`config.mk`:
```
export PLATFORM = sky130hd
export DESIGN_NAME = mcu_8bit_ctrl_fsm
export DESIGN_NICKNAME = d
export VERILOG_FILES = /design/src/rtl/mcu_8bit_pkg.sv /design/src/rtl/mcu_8bit_ctrl_fsm.sv
export SDC_FILE = /design/constraint.sdc
export NUM_CORES = 1
export LEC_CHECK = 0
export BUFFER_PORTS_ARGS = -buffer_cell sky130_fd_sc_hd__buf_2
export CAP_MARGIN = 0
export CORE_MARGIN = 1
export CORE_UTILIZATION = 55
export CTS_CLUSTER_SIZE = 24
export DETAILED_ROUTE_END_ITERATION = 16
export GPL_ROUTABILITY_DRIVEN = 0
export PLACE_DENSITY = 0.84
export RECOVER_POWER = 50
export SLEW_MARGIN = 20
export SYNTH_ARGS = -nofsm -noshare
export SYNTH_HDL_FRONTEND = slang
export SYNTH_SLANG_ARGS = --single-unit
```
`constraint.sdc`:
```
create_clock -name Clk -period 5.05 [get_ports Clk]
set_clock_uncertainty 0.15 [all_clocks]
set_input_delay 0.7575 -clock Clk [delete_from_list [all_inputs] [get_ports Clk]]
set_output_delay 0.7575 -clock Clk [all_outputs]
set_load 0.05 [all_outputs]
```
`src/rtl/mcu_8bit_pkg.sv`:
```
// Shared definitions for the 8-bit MCU: opcodes, controller states, ALU
// function selects and the opcode-to-class decode used by the controller.
package mcu_8bit_pkg;

  localparam logic [3:0] c_OP_NOP  = 4'h0;
  localparam logic [3:0] c_OP_LDA  = 4'h1;
  localparam logic [3:0] c_OP_STA  = 4'h2;
  localparam logic [3:0] c_OP_ADD  = 4'h3;
  localparam logic [3:0] c_OP_SUB  = 4'h4;
  localparam logic [3:0] c_OP_AND  = 4'h5;
  localparam logic [3:0] c_OP_OR   = 4'h6;
  localparam logic [3:0] c_OP_XOR  = 4'h7;
  localparam logic [3:0] c_OP_NOT  = 4'h8;
  localparam logic [3:0] c_OP_MOVR = 4'h9;
  localparam logic [3:0] c_OP_JMP  = 4'hA;
  localparam logic [3:0] c_OP_JZ   = 4'hB;
  localparam logic [3:0] c_OP_HALT = 4'hF;

  // ALU selects share the opcode numbering; 0 passes the memory operand through.
  localparam logic [3:0] c_ALU_PASS = 4'h0;

  typedef enum logic [2:0] {
    s_RESET     = 3'd0,
    s_FETCH     = 3'd1,
    s_DECODE    = 3'd2,
    s_EXECUTE   = 3'd3,
    s_MEM       = 3'd4,
    s_WRITEBACK = 3'd5,
    s_HALT      = 3'd6,
    s_PAUSE     = 3'd7
  } state_t;

  typedef enum logic [2:0] {
    CLS_NOP, CLS_ALU, CLS_MOVR, CLS_JMP, CLS_JZ, CLS_LOAD, CLS_STORE, CLS_HALT
  } op_class_t;

  function automatic op_class_t op_class(input logic [3:0] op);
    case (op)
      c_OP_LDA:                     op_class = CLS_LOAD;
      c_OP_STA:                     op_class = CLS_STORE;
      c_OP_ADD, c_OP_SUB, c_OP_AND,
      c_OP_OR, c_OP_XOR, c_OP_NOT:  op_class = CLS_ALU;
      c_OP_MOVR:                    op_class = CLS_MOVR;
      c_OP_JMP:                     op_class = CLS_JMP;
      c_OP_JZ:                      op_class = CLS_JZ;
      c_OP_HALT:                    op_class = CLS_HALT;
      default:                      op_class = CLS_NOP;
    endcase
  endfunction

endpackage

```
`src/rtl/mcu_8bit_ctrl_fsm.sv`:
```
// Instruction-cycle controller for the 8-bit MCU with retired-instruction counter.
// Optional single-step support (S_PAUSE, i_step_mode/i_step) under MCU_CTRL_STEP_EN.
module mcu_8bit_ctrl_fsm
  import mcu_8bit_pkg::*;
#(
  parameter int RETIRE_W = 16
) (
  input  logic                Clk,
  input  logic                Reset,
  input  logic                resetPC,
  input  logic [3:0]          i_opcode,
  input  logic                i_zero_flag,
  input  logic                i_mem_ready,
`ifdef MCU_CTRL_STEP_EN
  input  logic                i_step_mode,
  input  logic                i_step,
`endif
  output logic                o_pc_reset,
  output logic                o_pc_inc,
  output logic                o_pc_load,
  output logic                o_ir_load,
  output logic                o_acc_load,
  output logic                o_reg_wr,
  output logic                o_mem_rd,
  output logic                o_mem_wr,
  output logic [3:0]          o_alu_op,
  output logic [2:0]          o_state,
  output logic                o_halted,
  output logic [RETIRE_W-1:0] o_retired_count
);

  state_t              state, state_nxt;
  logic [3:0]          op;
  logic                retire;
  logic [RETIRE_W-1:0] count;
  op_class_t           cls;
  state_t              after_retire;

  assign cls = op_class(op);

`ifdef MCU_CTRL_STEP_EN
  assign after_retire = i_step_mode ? s_PAUSE : s_FETCH;
`else
  assign after_retire = s_FETCH;
`endif

  always_ff @(posedge Clk) begin
    if (Reset) begin
      state <= s_RESET;
      count <= '0;
    end else if (resetPC) begin
      // An in-flight instruction is abandoned and never counted.
      state <= s_RESET;
    end else begin
      state <= state_nxt;
      if (retire) count <= count + RETIRE_W'(1);
    end
  end

  // Opcode is held from DECODE so EXECUTE/MEM/WRITEBACK see a stable value.
  always_ff @(posedge Clk) begin
    if (Reset)                 op <= c_OP_NOP;
    else if (state == s_DECODE) op <= i_opcode;
  end

  always_comb begin
    state_nxt  = state;
    retire     = 1'b0;
    o_pc_reset = 1'b0;
    o_pc_inc   = 1'b0;
    o_pc_load  = 1'b0;
    o_ir_load  = 1'b0;
    o_acc_load = 1'b0;
    o_reg_wr   = 1'b0;
    o_mem_rd   = 1'b0;
    o_mem_wr   = 1'b0;
    o_alu_op   = c_ALU_PASS;
    o_halted   = 1'b0;
    case (state)
      s_RESET: begin
        o_pc_reset = 1'b1;
        state_nxt  = s_FETCH;
      end
      s_FETCH: begin
        o_mem_rd = 1'b1;
        if (i_mem_ready) begin
          o_ir_load = 1'b1;
          o_pc_inc  = 1'b1;
          state_nxt = s_DECODE;
        end
      end
      s_DECODE: state_nxt = s_EXECUTE;
      s_EXECUTE: begin
        retire    = 1'b1;
        state_nxt = after_retire;
        case (cls)
          CLS_ALU: begin
            o_alu_op   = op;
            o_acc_load = 1'b1;
          end
          CLS_MOVR:  o_reg_wr  = 1'b1;
          CLS_JMP:   o_pc_load = 1'b1;
          CLS_JZ:    o_pc_load = i_zero_flag;
          CLS_LOAD, CLS_STORE: begin
            retire    = 1'b0;
            state_nxt = s_MEM;
          end
          CLS_HALT:  state_nxt = s_HALT;
          default:   ;
        endcase
      end
      s_MEM: begin
        if (cls == CLS_LOAD) o_mem_rd = 1'b1;
        else                 o_mem_wr = 1'b1;
        if (i_mem_ready) begin
          if (cls == CLS_LOAD) begin
            state_nxt = s_WRITEBACK;
          end else begin
            retire    = 1'b1;
            state_nxt = after_retire;
          end
        end
      end
      s_WRITEBACK: begin
        o_acc_load = 1'b1;
        retire     = 1'b1;
        state_nxt  = after_retire;
      end
      s_HALT: o_halted = 1'b1;
`ifdef MCU_CTRL_STEP_EN
      s_PAUSE: if (i_step) state_nxt = s_FETCH;
`endif
      default: state_nxt = s_RESET;
    endcase
  end

  assign o_state         = state;
  assign o_retired_count = count;

endmodule

```
== Yosys cells after proc, flatten, opt, wreduce, memory -nomap -nowiden ==
Memories as Yosys holds them, arrays and structs flattened. A register that Yosys moved wholly into a read port is not among the register bits.
Index checks and enable logic that the tools add are counted.
Operators by class
  add/subtract/negate cells: 1
  multiply operators: 0
  divide/modulo/power cells: 0
  magnitude comparators: 0
  eq/ne operators: 15
  shift-type cells: 0
  multiplexer cells: 26
  bitwise gates (word level): 2
  reduce and logical (&&, ||, !) cells: 6
Operators with widths (number)
  equality test 3 bit (second input constant): 7
  one-hot mux 3 bit (6 select lines): 1
  adder 16 x 1 -> 16 bit (second input constant): 1
  2-to-1 mux 4 bit: 4
  2-to-1 mux 1 bit: 13
  equality test 3 x 2 -> 1 bit (second input constant): 4
  2-to-1 mux 3 bit: 3
  equality test 3 x 1 -> 1 bit (second input constant): 2
  one-hot mux 1 bit (2 select lines): 3
  one-hot mux 3 bit (2 select lines): 1
  OR reduction 2 bit: 3
  inequality test 2 bit (second input constant): 2
  logical NOT 3 bit: 1
  one-hot mux 1 bit (3 select lines): 1
  AND reduction 3 bit: 1
  NOT 1 bit: 2
  AND reduction 2 bit: 1
Word-level totals
  register bits after elaboration: 23
  bits in latches: 0
  RAM bits: 0
  ROM bits: 48
  input bits: 9
  output and inout bits: 32
  word-level logic and storage cells: 54
  memories kept: 1
Memories
  (name not given): depth 16, bits a word 3, read ports 1, clocked after memory_dff 1, write ports 0, RTL line mcu_8bit_pkg.sv:38  | case (op)

== Depth between registers and ports, before layout ==
Gate-level depths: netlist of run 1.
  depth after elaboration: 5
  mapped depth: 8
  depth with buffers taken out: 7

== Least setup slack after synthesis of run 1 ==
OpenSTA, ideal clock, no wires.
  path kind: flip-flop to output port
  from: register state[1], in the netlist o_state[1]
  to: output o_reg_wr
  arrival time: 2.719 ns
  data required time: 4.143 ns
  slack: 1.423 ns
  stages on the path, launching flop included: 4
  buffers on the path: 1
  path through: dfxtp_1 buf_2 nand3b_1 nor4b_1
Between the ends
  cells in the longest elaborated chain, start to end: 2
RTL lines
  start: declaration: RTL line mcu_8bit_ctrl_fsm.sv:32  | state_t state, state_nxt;
  start signal: assignment: RTL line mcu_8bit_ctrl_fsm.sv:49  | state <= s_RESET;
  start signal: assignment: RTL line mcu_8bit_ctrl_fsm.sv:53  | state <= s_RESET;
  start signal: assignment: RTL line mcu_8bit_ctrl_fsm.sv:55  | state <= state_nxt;
  equality test 3 x 2 -> 1 bit: RTL line mcu_8bit_ctrl_fsm.sv:79  | case (state)
  2-to-1 mux 1 bit: RTL line mcu_8bit_ctrl_fsm.sv:79
  end: declaration: RTL line mcu_8bit_ctrl_fsm.sv:23  | output logic o_reg_wr,
No other way between the ends.

== Final worst setup path of run 1 ==
  from: register state[2], in the netlist o_state[2]
  to: register count[8], in the netlist o_retired_count[8]
Between the ends
  cells in the longest elaborated chain, start to end: 3
  elaborated cells on any way between the ends: 5
  those cells by class: 3 x eq/ne; 1 x mux; 1 x reduce/logical
RTL lines
  equality test 3 bit or equality test 3 x 2 -> 1 bit (tied branches): RTL line mcu_8bit_ctrl_fsm.sv:79
  one-hot mux 1 bit (3 select lines) (*): RTL line mcu_8bit_ctrl_fsm.sv:79
  AND reduction 2 bit (no line) (*)
  end signal: assignment: RTL line mcu_8bit_ctrl_fsm.sv:56  | if (retire) count <= count + RETIRE_W'(1);
  end: declaration: RTL line mcu_8bit_ctrl_fsm.sv:35  | logic [RETIRE_W-1:0] count;
Mark *: on every way between the ends. The rest lies on a longest branch, timed or not.
A chain may end at the register's enable or synchronous reset.

==> flow_summary.ini, run 1 <==
[clocking]
htree_levels = 1
cts_buffers = 3
cts_tree = done
clock-root-buffer = clkbuf_4
cts-resized-gates = 0
clkLatencyLatePin_ns = 0.33
cts_hold_buf = 0
cts_setup_buffers = 0
cts_sinks = 26
cts_buffer_depth = 2
clk_pin_slew_ns = 0.15

[critical_path]
endpoint_kind = flop
worst-endpoint-required_ns = 5.17
crit_type = flop to flop
start_kind = flop
critPathArrivalTime_ns = 3.16
critical_path.max_fanout = 11

[timing]
setup-violations-final = 0
fmax_ghz = 0.330
finalHoldViolCount = 0
worst_slew_pin_slew_ns = 1.11
slew_headroom_pct = 25.3
finalCritPeriodShare_pct = 60.1
rsz0062_at_grt = false
tns_ns = 0
period_minus_slack_ns = 3.03
slew_viol_final = 0
whs_ns = 0.363

[power_and_ir_drop]
combPwrFrac_pct = 7.3
p_clk_share_pct = 37.7
swShare_pct = 22.7
total_leakage_power_nw = 0.615
p_int_mw = 0.295
p_per_area_nw_per_um2 = 238
irDropWorstVdd_uv = 229
seq_power_share_pct = 55.0
p_switching_mw = 0.0867

[logic_synthesis]
synth_area_leader_cell = dfxtp_1
synth_nets = 179
synthArstFlopShare_pct = 0
synth_edf_count = 0
postSynthCellCount = 167
yosysWarnings = 0
ys_top_cells_by_area = dfxtp_1 37%, nor2_1 6.1%, xor2_1 5.6%
synth_flop_cell = dfxtp_1
synth.lib_cells_used.distinct = 41
yosysMostFrequentCell = dfxtp_1
synth_top_area_share_pct = 37.1
seq_area_frac_synth_pct = 37.1
ys_ff_latch = 26
synth_common_cells = 26 x dfxtp_1, 23 x nor2_1, 11 x a21oi_1
synth_area_um2 = 1400
synth.avg_cell_area_um2 = 8.41

[cells_and_area]
final_nets = 215
n_antenna_cell = 0
num-fill-cells = 210
utilization_pct = 69.3
area_growth_pct = 14.5
drive_above_1_share_pct = 14.9

[route]
routedWlPerCell_um = 14.1
drc = 0
num_vias = 1361
dr.pass1.iters = 4
drtIter0Drc = 23
wl_um = 3240
viasPerCell = 5.92
drtAntennaViolNets = 0

[job]
drv_cap = 0

[floorplan]
dieArea_um2 = 2760
initial_core_util_pct = 60.6
die_w_um = 52.5
core_um2 = 2320
num_io_pins = 41
core.rowCount = 17
die_y_um = 52.5

[placement]
hpwlAfterDp_um = 2330
portBuffers = 40

[run_status]
outcome = completed

[global_routing]
grt_use_total_pct = 25.8
first_global_vias = 1220
antenna_found_initial = 0
grt_max_degree = 28
grt-ovfl-total = 0
grt_pass1_wl_um = 5290

[min_path]
hold_class = flop to flop
-- power groups by stage --
stage / combinational [mW] / clock (mW) / sequential [mW]
after floorplan: 0.0200 / 0 / 0.215
after detailed placement: 0.0282 / 0 / 0.214
final: 0.0281 / 0.144 / 0.210
after global routing: 0.0303 / 0.153 / 0.211
after CTS: 0.0283 / 0.145 / 0.210
after global placement: 0.0273 / 0 / 0.214
-- cell type report --
type / count / area [µm²] / area share [%]
multi-input cells: 129 / 808 / 50.3
flip-flops and latches: 26 / 520 / 32.4
repair buffers: 40 / 180 / 11.2
well taps: 28 / 35.0 / 2.18
clock inverters: 1 / 30.0 / 1.87
clock buffers: 3 / 22.5 / 1.40
inverters: 3 / 11.3 / 0.700
-- placed cells by master, fill, tap and decap left out, types with 4 or more instances in the layout --
master | netlist | routed
and2_1 | 5 | 5
nand2b_1 | 4 | 4
xor2_1 | 9 | 9
mux2i_1 | 5 | 5
o21ai_0 | 9 | 10
nand3_1 | 4 | 4
buf_2 | 3 | 24
nor2_1 | 23 | 23
nand2_1 | 6 | 6
a21oi_1 | 11 | 11
or3_1 | 8 | 8
dfxtp_1 | 26 | 26
nor3_1 | 6 | 6
o2111ai_1 | 4 | 4
clkbuf_1 | 5 | 16
-- logic make-up (layout without fill, tap and decap cells) --
family / count (synthesis) / after routing / synth area share [%]
simple gates: 70 / 70 / 27.0
compound gates: 41 / 41 / 19.7
flops: 26 / 26 / 37.1
buf+inv: 12 / 47 / 3.74
xor+xnor: 10 / 10 / 6.24
mux: 5 / 5 / 3.57
fa+ha+maj: 3 / 3 / 2.67
-- worst paths after layout --
check / to / depth (start not counted) / slack [ns] / startpoint
worst max-delay path: o_retired_count[8] / 5 / 2.02 / o_state[2]
worst min-delay path: o_retired_count[5] / 2 / 0.36 / o_retired_count[5]
worst max register to register: o_retired_count[8] / 5 / 2.02 / o_state[2]
worst min register to register: o_retired_count[5] / 2 / 0.36 / o_retired_count[5]
-- through the flow --
step,worst slack (ns),cells,instance area (µm²),power [mW]
after floorplan,1.42,167,1400,0.235
after global placement,2.50,226,1600,0.242
after detailed placement,2.43,226,1600,0.243
after CTS,2.05,230,1650,0.383
after global routing,1.75,230,1610,0.394
final,2.02,230,1610,0.382
-- per-layer routing --
metal / up-vias / track usage (%) / part of all wire, %
met5: - / 0 / 0
met4: 0 / 10.1 / 1.2
met3: 4 / 3.77 / 3.2
met2: 33 / 45.8 / 49
met1: 648 / 30.9 / 47
li1: 676 / - / -
-- worst max-delay path: stages (launching register included) --
cell and delay, ns:
dfxtp_1 0.56, nand2b_1 0.17, o31ai_1 0.94, o21ai_0 0.55, or3_1 0.47, a21oi_1 0.14
-- registers in the layout, indices dropped and copies added, names as in the netlist --
| register | cells |
|---|---|
| cls | 3 |
| op | 4 |
| o_state | 3 |
| o_retired_count | 16 |
(Power assumes the default switching activity.)
==> inputs of run 2 (changes only) <==
ABC_AREA = 1   (was not set)
CORE_UTILIZATION = 48   (was 55)
PLACE_DENSITY = 0.76   (was 0.84)
clock period = 2.65 ns   (was 5.05 ns; I/O delays follow)
==> flow_summary.ini, run 2 <==
[run_status]
outcome = completed

[power_and_ir_drop]
p_int_mw = 0.576
total_leakage_power_nw = 0.823
fin_total_pwr_mw = 0.771
irDropWorstVdd_uv = 313
combPwrFrac_pct = 11.4
seq_power_share_pct = 53.3
p_clk_share_pct = 35.2
swShare_pct = 25.2
p_per_area_nw_per_um2 = 409
p_switching_mw = 0.195

[clocking]
cts_tree = done
clkLatencyLatePin_ns = 0.32
clock-root-buffer = clkbuf_4
htree_levels = 1
cts_setup_buffers = 0
cts_buffer_depth = 2
clk_pin_slew_ns = 0.14
cts_hold_buf = 0
cts_buffers = 3
cts_sinks = 26
cts-resized-gates = 0

[min_path]
hold_class = input pin to flop
min_path_cells = 2
hold_end = o_retired_count[5]
hold_start = Reset

[floorplan]
core_um2 = 3150
initial_core_util_pct = 52.1
core.rowCount = 20
num_io_pins = 41
dieArea_um2 = 3660
die_w_um = 60.5
die_y_um = 60.5

[logic_synthesis]
synth_flop_cell = dfxtp_1
ys_ff_latch = 26
synth_edf_count = 0
synth_nets = 266
synthArstFlopShare_pct = 0
synth_area_leader_cell = dfxtp_1
synth_common_cells = 60 x nand2_1, 34 x inv_1, 31 x nor2_1
synth.avg_cell_area_um2 = 6.47
seq_area_frac_synth_pct = 31.7
postSynthCellCount = 254
synth.lib_cells_used.distinct = 32
yosysMostFrequentCell = nand2_1
yosysWarnings = 0
synth_area_um2 = 1640
synth_top_area_share_pct = 31.7
ys_top_cells_by_area = dfxtp_1 32%, nand2_1 14%, nand3_1 8.8%

[route]
num_vias = 1688
drtAntennaViolNets = 0
dr.pass1.iters = 5
viasPerCell = 5.01
routedWlPerCell_um = 10.6
drc = 0
wl_um = 3560
drtIter0Drc = 70

[critical_path]
critPathArrivalTime_ns = 1.66
crit_buf_inv = 2
cpLargestDelayFamily = flip-flops
critical_path.max_fanout = 5
rr_worst_depth = 8
path_cells = nand2_1, nor2_2, inv_1, a2111oi_2, buf_2
critical-path-slowest-cell = dfxtp_1
endpoint_kind = output pin
regToRegEndpoint = cls[1]
worst-endpoint-required_ns = 2.10
cpPeakStageDelay_ns = 0.43
reg2reg_setup_slack_ns = 0.61
start_kind = flop
regToRegStartpoint = o_state[2]
crit_type = flop to output pin

[global_routing]
grt_pass1_wl_um = 5750
antenna_found_initial = 0
grt-ovfl-total = 0
grt_max_degree = 19
grt_use_total_pct = 20.7
first_global_vias = 1342

[timing]
slew_headroom_pct = 60.2
fmax_ghz = 0.453
finalHoldViolCount = 0
rsz0062_at_grt = false
worst_slew_pin_slew_ns = 0.600
setup_ws_ns = 0.442
slew_viol_final = 0
setup-violations-final = 0
period_minus_slack_ns = 2.21
finalCritPeriodShare_pct = 83.3

[cells_and_area]
area_growth_pct = 14.7
mostFrequentLayoutCells = 61 x nand2_1, 35 x inv_1, 32 x nor2_1, 30 x nand3_1, 26 x dfxtp_1
final_common_cell = nand2_1
utilization_pct = 59.8
finalInstanceArea_um2 = 1880
drive_above_1_share_pct = 13.7
final_cells = 337
final_nets = 306
n_antenna_cell = 0
largest_reg_flops = 16

[placement]
dp_cells = 333
hpwlAfterDp_um = 2730
dpl_worst_slack_ns = 0.626
portBuffers = 40
placed_area_um2 = 1880

[job]
drv_cap = 0
-- run 2: cell types whose count changed in the layout (fill, tap and decap cells not counted), moves of 4 or more --
| cell | delta |
|---|---|
| and2_1 | -5 |
| xor2_1 | -4 |
| or3_1 | -8 |
| nor2_1 | +9 |
| inv_1 | +32 |
| mux2i_1 | -5 |
| nand2_1 | +55 |
| nand3_1 | +26 |
| nand2b_1 | -4 |
| a21oi_1 | +10 |
| o2111ai_1 | -4 |
-- run 2: worst max-delay path by stage --
stage / from / end / depth (start not counted)
global route: o_state[1] / o_alu_op[0] / 5
floorplan: o_state[0] / o_pc_inc / 5
detailed placement: Reset / cls[1] / 7
CTS: o_state[1] / o_pc_load / 5
finish: o_state[1] / o_pc_load / 5
global placement: Reset / cls[2] / 8
-- run 2: routing by layer --
| layer | part of all wire (%) | vias to the layer above | track usage, % |
|---|---|---|---|
| met5 | 0 | - | 0 |
| met4 | 0.62 | 0 | 3.25 |
| met3 | 5.9 | 2 | 5.12 |
| met2 | 43 | 51 | 33.9 |
| met1 | 51 | 741 | 28.2 |
| li1 | - | 894 | - |
-- run 2: final cells by class --
cell class / instances / area (µm²)
inverter: 37 / 139
multi-input combinational: 185 / 933
fill: 328 / 1270
clock inverter: 1 / 30.0
tap: 44 / 55.1
clock buffer: 3 / 22.5
timing repair buffer: 41 / 184
sequential: 26 / 520
-- run 2: cell families (layout without fill, tap and decap cells) --
group                    count (synthesis)  count (layout)  share of synthesized area (%)
XOR/XNOR                                 5               5                           2.67
AO/OA/AOI/OAI                           34              34                           11.3
buffers and inverters                   43              82                           11.3
adder cells (fa/ha/maj)                  3               3                           2.29
flip-flops                              26              26                           31.7
AND/OR/NAND/NOR                        143             143                           40.7
-- run 2: worst register-to-register path, cell delays in order (launching register included) --
cell,delay [ns]
dfxtp_1,0.41
inv_1,0.18
nand3_1,0.27
or2_0,0.29
nand3_1,0.13
inv_1,0.07
ha_1,0.21
o21ai_1,0.17
a21oi_1,0.08
-- run 2: power groups by stage --
| stage | clock network, mW | registers [mW] | logic, mW |
|---|---|---|---|
| after floorplan | 0 | 0.421 | 0.0664 |
| after global placement | 0 | 0.419 | 0.0895 |
| after detailed placement | 0 | 0.420 | 0.0899 |
| after CTS | 0.279 | 0.411 | 0.0899 |
| after global routing | 0.292 | 0.413 | 0.0992 |
| final | 0.272 | 0.411 | 0.0881 |
-- run 2: through the flow --
step | hold WS (ns) | setup TNS, ns
global placement | 0.334 | 0
CTS | 0.224 | 0
global route | 0.252 | 0
floorplan | 0.303 | -0.0199
detailed placement | 0.337 | 0
finish | 0.247 | 0
